## config.mk

```make
export PLATFORM = sky130hd
export DESIGN_NAME = mem_stage_ctrl_flat
export DESIGN_NICKNAME = d
export VERILOG_FILES = /design/src/rtl/mem_stage_ctrl_if.sv /design/src/rtl/mem_stage_ctrl.sv /design/src/flat_wrapper.sv
export SDC_FILE = /design/constraint.sdc
export NUM_CORES = 1
export LEC_CHECK = 0
export ABC_CLOCK_PERIOD_IN_PS = 2600
export CORE_AREA = 4 4 128 130
export DETAILED_ROUTE_END_ITERATION = 10
export DIE_AREA = 0 0 132 134
export SLEW_MARGIN = 20
export SYNTH_ARGS = -nofsm -noshare
export SYNTH_HDL_FRONTEND = slang
export SYNTH_SLANG_ARGS = --single-unit
```

## constraint.sdc

```tcl
create_clock -name clk -period 2.6 [get_ports clk]
set_input_delay 0.52 -clock clk [delete_from_list [all_inputs] [get_ports clk]]
set_output_delay 0.52 -clock clk [all_outputs]
set_load 0.05 [all_outputs]
```

## src/rtl/mem_stage_ctrl_if.sv

```systemverilog
// Data-memory request/ready bus between the memory-stage controller (master)
// and the data memory (slave).
interface mem_stage_ctrl_if;
    logic        dm_req;
    logic        dm_we;
    logic [15:0] dm_addr;
    logic [15:0] dm_wdata;
    logic [15:0] dm_rdata;
    logic        dm_ready;

    modport master (
        output dm_req, dm_we, dm_addr, dm_wdata,
        input  dm_rdata, dm_ready
    );

    modport slave (
        input  dm_req, dm_we, dm_addr, dm_wdata,
        output dm_rdata, dm_ready
    );
endinterface

```

## src/rtl/mem_stage_ctrl.sv

```systemverilog
// Memory-stage controller: runs load/store/push/pop over a request/ready bus and owns the SP.
// Optional stack bounds checking is enabled by defining MEM_STAGE_SP_BOUNDS_EN.
module mem_stage_ctrl #(
    parameter logic [15:0] SP_INIT  = 16'hFFFE,
    parameter logic [15:0] SP_LIMIT = 16'hF800
) (
    input  logic                    clk,
    input  logic                    rst_n,
    input  logic                    in_valid,
    input  logic [15:0]             alu_result,
    input  logic [15:0]             rs_data,
    input  logic [15:0]             rd_data,
    input  logic [2:0]              rd,
    input  logic                    mem_read,
    input  logic                    mem_write,
    input  logic                    push,
    input  logic                    pop,
    input  logic                    reg_write,
    output logic                    stall_o,
    mem_stage_ctrl_if.master        dm,
    output logic                    wb_valid,
    output logic [15:0]             wb_data,
    output logic [2:0]              wb_rd,
    output logic                    wb_reg_write,
    output logic                    err_o,
    output logic [15:0]             sp_o,
    output logic                    sp_fault_o
);

    typedef enum logic {
        S_IDLE,
        S_ACCESS
    } state_e;

    typedef enum logic [1:0] {
        OP_LOAD,
        OP_STORE,
        OP_PUSH,
        OP_POP
    } op_e;

    state_e      state_q, state_d;
    op_e         op_q, op_d;
    logic [2:0]  acc_rd_q, acc_rd_d;
    logic [15:0] sp_q, sp_d;
    logic        sp_fault_q, sp_fault_d;
    logic [15:0] addr_q, addr_d;
    logic [15:0] wdata_q, wdata_d;
    logic        we_q, we_d;
    logic        wb_valid_q, wb_valid_d;
    logic [15:0] wb_data_q, wb_data_d;
    logic [2:0]  wb_rd_q, wb_rd_d;
    logic        wb_reg_write_q, wb_reg_write_d;
    logic        err_q, err_d;

    logic        illegal;
    logic        mem_op;
    logic        bound_hit;

    assign illegal = $countones({mem_read, mem_write, push, pop}) > 1;
    assign mem_op  = mem_read | mem_write | push | pop;

`ifdef MEM_STAGE_SP_BOUNDS_EN
    assign bound_hit = (push && sp_q == SP_LIMIT) || (pop && sp_q == SP_INIT);
`else
    logic sp_limit_unused;
    assign sp_limit_unused = ^SP_LIMIT;
    assign bound_hit       = 1'b0;
`endif

    // NOTE: every _d gets a default before the case so no path leaves it unassigned (no latches).
    always_comb begin
        state_d        = state_q;
        op_d           = op_q;
        acc_rd_d       = acc_rd_q;
        sp_d           = sp_q;
        sp_fault_d     = sp_fault_q;
        addr_d         = addr_q;
        wdata_d        = wdata_q;
        we_d           = we_q;
        wb_valid_d     = 1'b0;
        wb_data_d      = wb_data_q;
        wb_rd_d        = wb_rd_q;
        wb_reg_write_d = 1'b0;
        err_d          = 1'b0;

        case (state_q)
            S_IDLE: begin
                if (in_valid) begin
                    if (illegal) begin
                        err_d      = 1'b1;
                        wb_valid_d = 1'b1;
                        wb_data_d  = alu_result;
                        wb_rd_d    = rd;
                    end else if (!mem_op || bound_hit) begin
                        // Plain ALU ops and suppressed stack ops retire in one cycle.
                        wb_valid_d     = 1'b1;
                        wb_data_d      = alu_result;
                        wb_rd_d        = rd;
                        wb_reg_write_d = reg_write && !mem_op;
                        sp_fault_d     = sp_fault_q | bound_hit;
                    end else begin
                        state_d  = S_ACCESS;
                        acc_rd_d = rd;
                        if (mem_read) begin
                            op_d   = OP_LOAD;
                            addr_d = alu_result;
                            we_d   = 1'b0;
                        end else if (mem_write) begin
                            op_d    = OP_STORE;
                            addr_d  = alu_result;
                            we_d    = 1'b1;
                            wdata_d = rs_data;
                        end else if (push) begin
                            op_d    = OP_PUSH;
                            addr_d  = sp_q;
                            we_d    = 1'b1;
                            wdata_d = rd_data;
                        end else begin
                            op_d   = OP_POP;
                            addr_d = sp_q + 16'd1;
                            we_d   = 1'b0;
                        end
                    end
                end
            end

            S_ACCESS: begin
                if (dm.dm_ready) begin
                    state_d        = S_IDLE;
                    we_d           = 1'b0;
                    wb_valid_d     = 1'b1;
                    wb_rd_d        = acc_rd_q;
                    wb_reg_write_d = (op_q == OP_LOAD) || (op_q == OP_POP);
                    wb_data_d      = wb_reg_write_d ? dm.dm_rdata : addr_q;
                    if (op_q == OP_PUSH) sp_d = sp_q - 16'd1;
                    if (op_q == OP_POP)  sp_d = sp_q + 16'd1;
                end
            end

            default: state_d = S_IDLE;
        endcase
    end

    // NOTE: sequential state uses non-blocking assignments so all flops update from pre-edge values.
    always_ff @(posedge clk or negedge rst_n) begin
        if (!rst_n) begin
            state_q        <= S_IDLE;
            op_q           <= OP_LOAD;
            acc_rd_q       <= 3'd0;
            sp_q           <= SP_INIT;
            sp_fault_q     <= 1'b0;
            addr_q         <= 16'd0;
            wdata_q        <= 16'd0;
            we_q           <= 1'b0;
            wb_valid_q     <= 1'b0;
            wb_data_q      <= 16'd0;
            wb_rd_q        <= 3'd0;
            wb_reg_write_q <= 1'b0;
            err_q          <= 1'b0;
        end else begin
            state_q        <= state_d;
            op_q           <= op_d;
            acc_rd_q       <= acc_rd_d;
            sp_q           <= sp_d;
            sp_fault_q     <= sp_fault_d;
            addr_q         <= addr_d;
            wdata_q        <= wdata_d;
            we_q           <= we_d;
            wb_valid_q     <= wb_valid_d;
            wb_data_q      <= wb_data_d;
            wb_rd_q        <= wb_rd_d;
            wb_reg_write_q <= wb_reg_write_d;
            err_q          <= err_d;
        end
    end

    // Request follows the state register directly so reset drops it without a clock.
    assign stall_o      = (state_q == S_ACCESS);
    assign dm.dm_req    = (state_q == S_ACCESS);
    assign dm.dm_we     = we_q;
    assign dm.dm_addr   = addr_q;
    assign dm.dm_wdata  = wdata_q;
    assign wb_valid     = wb_valid_q;
    assign wb_data      = wb_data_q;
    assign wb_rd        = wb_rd_q;
    assign wb_reg_write = wb_reg_write_q;
    assign err_o        = err_q;
    assign sp_o         = sp_q;
    assign sp_fault_o   = sp_fault_q;

endmodule

```

## src/flat_wrapper.sv

```systemverilog
// flat-port wrapper written by rule: the top's interface ports become plain ports
module mem_stage_ctrl_flat 
#(
    parameter logic [15:0] SP_INIT  = 16'hFFFE,
    parameter logic [15:0] SP_LIMIT = 16'hF800
)
  (clk, rst_n, in_valid, alu_result, rs_data, rd_data, rd, mem_read, mem_write, push, pop, reg_write, stall_o, wb_valid, wb_data, wb_rd, wb_reg_write, err_o, sp_o, sp_fault_o, dm_dm_req, dm_dm_we, dm_dm_addr, dm_dm_wdata, dm_dm_rdata, dm_dm_ready);
  mem_stage_ctrl_if dm_i ();
  input  logic clk;
  input  logic rst_n;
  input  logic in_valid;
  input  logic [15:0] alu_result;
  input  logic [15:0] rs_data;
  input  logic [15:0] rd_data;
  input  logic [2:0] rd;
  input  logic mem_read;
  input  logic mem_write;
  input  logic push;
  input  logic pop;
  input  logic reg_write;
  output logic stall_o;
  output logic wb_valid;
  output logic [15:0] wb_data;
  output logic [2:0] wb_rd;
  output logic wb_reg_write;
  output logic err_o;
  output logic [15:0] sp_o;
  output logic sp_fault_o;
  output wire logic [$bits(dm_i.dm_req)-1:0] dm_dm_req;
  output wire logic [$bits(dm_i.dm_we)-1:0] dm_dm_we;
  output wire logic [$bits(dm_i.dm_addr)-1:0] dm_dm_addr;
  output wire logic [$bits(dm_i.dm_wdata)-1:0] dm_dm_wdata;
  input wire logic [$bits(dm_i.dm_rdata)-1:0] dm_dm_rdata;
  input wire logic [$bits(dm_i.dm_ready)-1:0] dm_dm_ready;
  assign dm_dm_req = dm_i.dm_req;
  assign dm_dm_we = dm_i.dm_we;
  assign dm_dm_addr = dm_i.dm_addr;
  assign dm_dm_wdata = dm_i.dm_wdata;
  assign dm_i.dm_rdata = dm_dm_rdata;
  assign dm_i.dm_ready = dm_dm_ready;
  mem_stage_ctrl #(.SP_INIT(SP_INIT), .SP_LIMIT(SP_LIMIT)) u_core (.clk(clk), .rst_n(rst_n), .in_valid(in_valid), .alu_result(alu_result), .rs_data(rs_data), .rd_data(rd_data), .rd(rd), .mem_read(mem_read), .mem_write(mem_write), .push(push), .pop(pop), .reg_write(reg_write), .stall_o(stall_o), .dm(dm_i), .wb_valid(wb_valid), .wb_data(wb_data), .wb_rd(wb_rd), .wb_reg_write(wb_reg_write), .err_o(err_o), .sp_o(sp_o), .sp_fault_o(sp_fault_o));
endmodule
```

==> metrics.txt <==
n_diodes 0; Cell Pwr Density 1210 nW/um^2; worst-path fanout max 8; crit-path cells buf_6 > inv_2 > ha_4 > and2_4 > fa_2 > or4_4 > or3_4 > buf_6 > buf_16 > nand2_2 > o21ai_1; Inst Count DP 791; vias in the first global route 4,169; DRT iter0 DRCs 221; syn_nets roughly 550; Initial Util ~29%; Switch Pwr about 4 mW; Worst Path Buf+Inv 4; Sw Share around half; most frequent CP cell buf_6; met2 GRT Util 26.1%; vias after detailed routing 3,957; Finished Layout Cells 817; Clk pwr share 15.4%; antenna violations before repair 0; CP startpoint mem_read; largest net degree at the start of global routing 44; Post-synth EDFFs 0; Synth area leaders dfrtp_1 36%, dfstp_2 9.0%, mux2i_1 8.5%, nand2_1 6.0%, o21ai_0 3.9%; Setup crit end kind flop; CTS buffer count 9; Worst path max stage delay about 520 ps; Pint 4.17 mW; 1st-pass router iterations 4; final setup fails 0; sequential area share after synthesis about 45%; crit path kind in2reg; Total Power between 8 and 9 mW; total congestion overflow 0; met1 usage 20.0%; Routability Congestion 0.882; dpl ws -689 ps; DP Area 6140 um^2; # IOs 150; max cap viols 0; Final Cell Area 6680 um^2; TritonCTS clock tree done; critical path's slowest cell or4_4; drt drc 0; worst r2r src u_core.sp_o[0]$_DFFE_PN0P_; fmax 398 MHz; post-DR wirelength/cell 16.9 um; final slew viol count 0; cell row count 45; CTS hold repair buffers 0; clk slew on worst S/H paths 60 ps; WP data arrival 2730 ps; Worst R2R Setup Slack 280 ps; H-tree depth 3; actual slew at the worst max-slew pin 584 ps; syn_area_per_cell 9.30 um^2; setup ws final 87.8 ps; final design utilization ~44%; Largest delay share family, worst path simple AND/OR/NAND/NOR gates; CP startpoint kind primary input; clk sinks 77; Die Y roughly 130 um; post-synth top area share between 30% and 40%; input/output buffers 148; R2R cell count 7; via/cell ratio a little under 5; Async SR Flop Fraction 100%; warnings from Yosys 0; most used standard cell by instance count after synthesis nand2_1; #FFs+latches synth 77; commonest cells in the netlist 70 x nand2_1, 62 x dfrtp_1, 38 x nor2_1; Antenna Nets Post-Route 0; combinational power share 55.8%; status finished clean; GR Util All Layers 15.6%; Final Net Count 708; gr busiest metal met2; RSZ-0062 raised after global routing no; Core Region between 15,000 and 20,000 um^2; Fin. Hold Viols 0; cell taking the most area after synthesis dfrtp_1; die area 17,700 um^2; WL final 13,800 um; Die X roughly 130 um; maximum VDD drop a little over 0.5 mV; period utilization approximately 97%; Hold/Removal Path Class in2async; Cells after Synth ~470; crit path time final between 2000 and 3000 ps; Reg2Reg Capture Point u_core.sp_o[8]$_DFFE_PN1P_; Unique masters post-synth 52; first-pass GRT wire length 22,400 um; Leak 2.81 nW; Top FF cell, synth dfrtp_1; Detail Placement HPWL around 10,000 um; max_slew headroom 60.7%; layout cell share with drive strength beyond 1 ~17%; GR Util met3 3.45%; CP required 2820 ps; largest buffer count on any clock path 2; Skew-Pair Late Insertion Delay 330 ps; synthesized area about 4400 um^2; Area Growth Syn to Fin 53.2%; Clock Tree Root clkbuf_16; Clock Skews 8.13 ps; Reg power frac approximately 29%
through the flow:
step                hold slack [ps]  setup TNS [ps]
floorplan                       224           -5480
global placement                464          -27850
detailed placement              466          -29540
CTS                             160               0
global route                    175               0
finish                          152               0
sequential cells by signal, indices dropped and copies added, names as in the netlist, 2 cells and up:
| register | cells |
|---|---|
| u_core.acc_rd_q | 3 |
| u_core.dm.dm_addr | 16 |
| u_core.dm.dm_wdata | 16 |
| u_core.op_q | 2 |
| u_core.sp_o | 16 |
| u_core.wb_data | 16 |
| u_core.wb_rd | 3 |
cell families after synthesis:
kind of cell / Yosys count / share of synthesized area (%)
AO/OA/AOI/OAI: 99 / 13.6
flip-flops: 77 / 44.6
multiplexers: 42 / 9.78
adder cells (fa/ha/maj): 8 / 2.47
XOR/XNOR: 30 / 6.03
buffers and inverters: 46 / 4.99
AND/OR/NAND/NOR: 166 / 18.4
other: 1 / 0.0860
layout by cell type, fill, tap and decap left out, drive strengths merged, types with 6 or more instances in the layout:
master           n
a21oi           30
clkdlybuf4s50  143
clkbuf          11
nor3             8
xnor2           11
ha               7
xor2            19
nand2           70
buf             39
nand4            6
nor2            38
dfstp           15
o21ai           52
dfrtp           62
nand3            8
mux2i           37
inv              9
power groups by stage:
stage / logic [mW] / registers, mW / clock network, mW
6_report: 4.50 / 2.32 / 1.25
5_1_grt: 4.78 / 2.42 / 1.33
4_1_cts: 4.54 / 2.34 / 1.28
3_5_place_dp: 4.46 / 2.34 / 0
3_3_place_gp: 4.43 / 2.31 / 0
2_1_floorplan: 1.41 / 3.78 / 0
worst max path at each step:
stage                                              end  slack, ps  cells past startpoint
floorplan            u_core.dm.dm_wdata[0]$_DFFE_PN0P_       -320                     12
global placement     u_core.dm.dm_addr[14]$_DFFE_PN0P_       -630                      9
detailed placement   u_core.dm.dm_addr[14]$_DFFE_PN0P_       -690                      9
CTS                 u_core.dm.dm_wdata[14]$_DFFE_PN0P_       0.04                     11
global route         u_core.dm.dm_wdata[7]$_DFFE_PN0P_         20                     11
finish              u_core.dm.dm_wdata[13]$_DFFE_PN0P_         90                     11
what timing repair did:
action                                  in CTS  in global routing
resized for setup                           45                  2
pin swaps                                   11                  2
endpoints found under the setup margin      57                 20
endpoints found under the hold margin        0                  0
cloned                                       4                  0
buffers inserted                             5                  1
cell type report:
type,count,area (um^2)
well taps,188,235
clock buffers,11,233
multi-input cells,346,2280
clock inverters,5,58.8
fillers,1419,8470
flip-flops and latches,77,1950
inverters,8,35.0
repair buffers,182,1890
layer usage:
metal	vias to the layer above	part of all wire, %
met2	116	49
li1	1947	-
met3	17	6.2
met1	1877	43
met5	-	0
met4	0	1.6
Power figures use the tool's default switching activity.
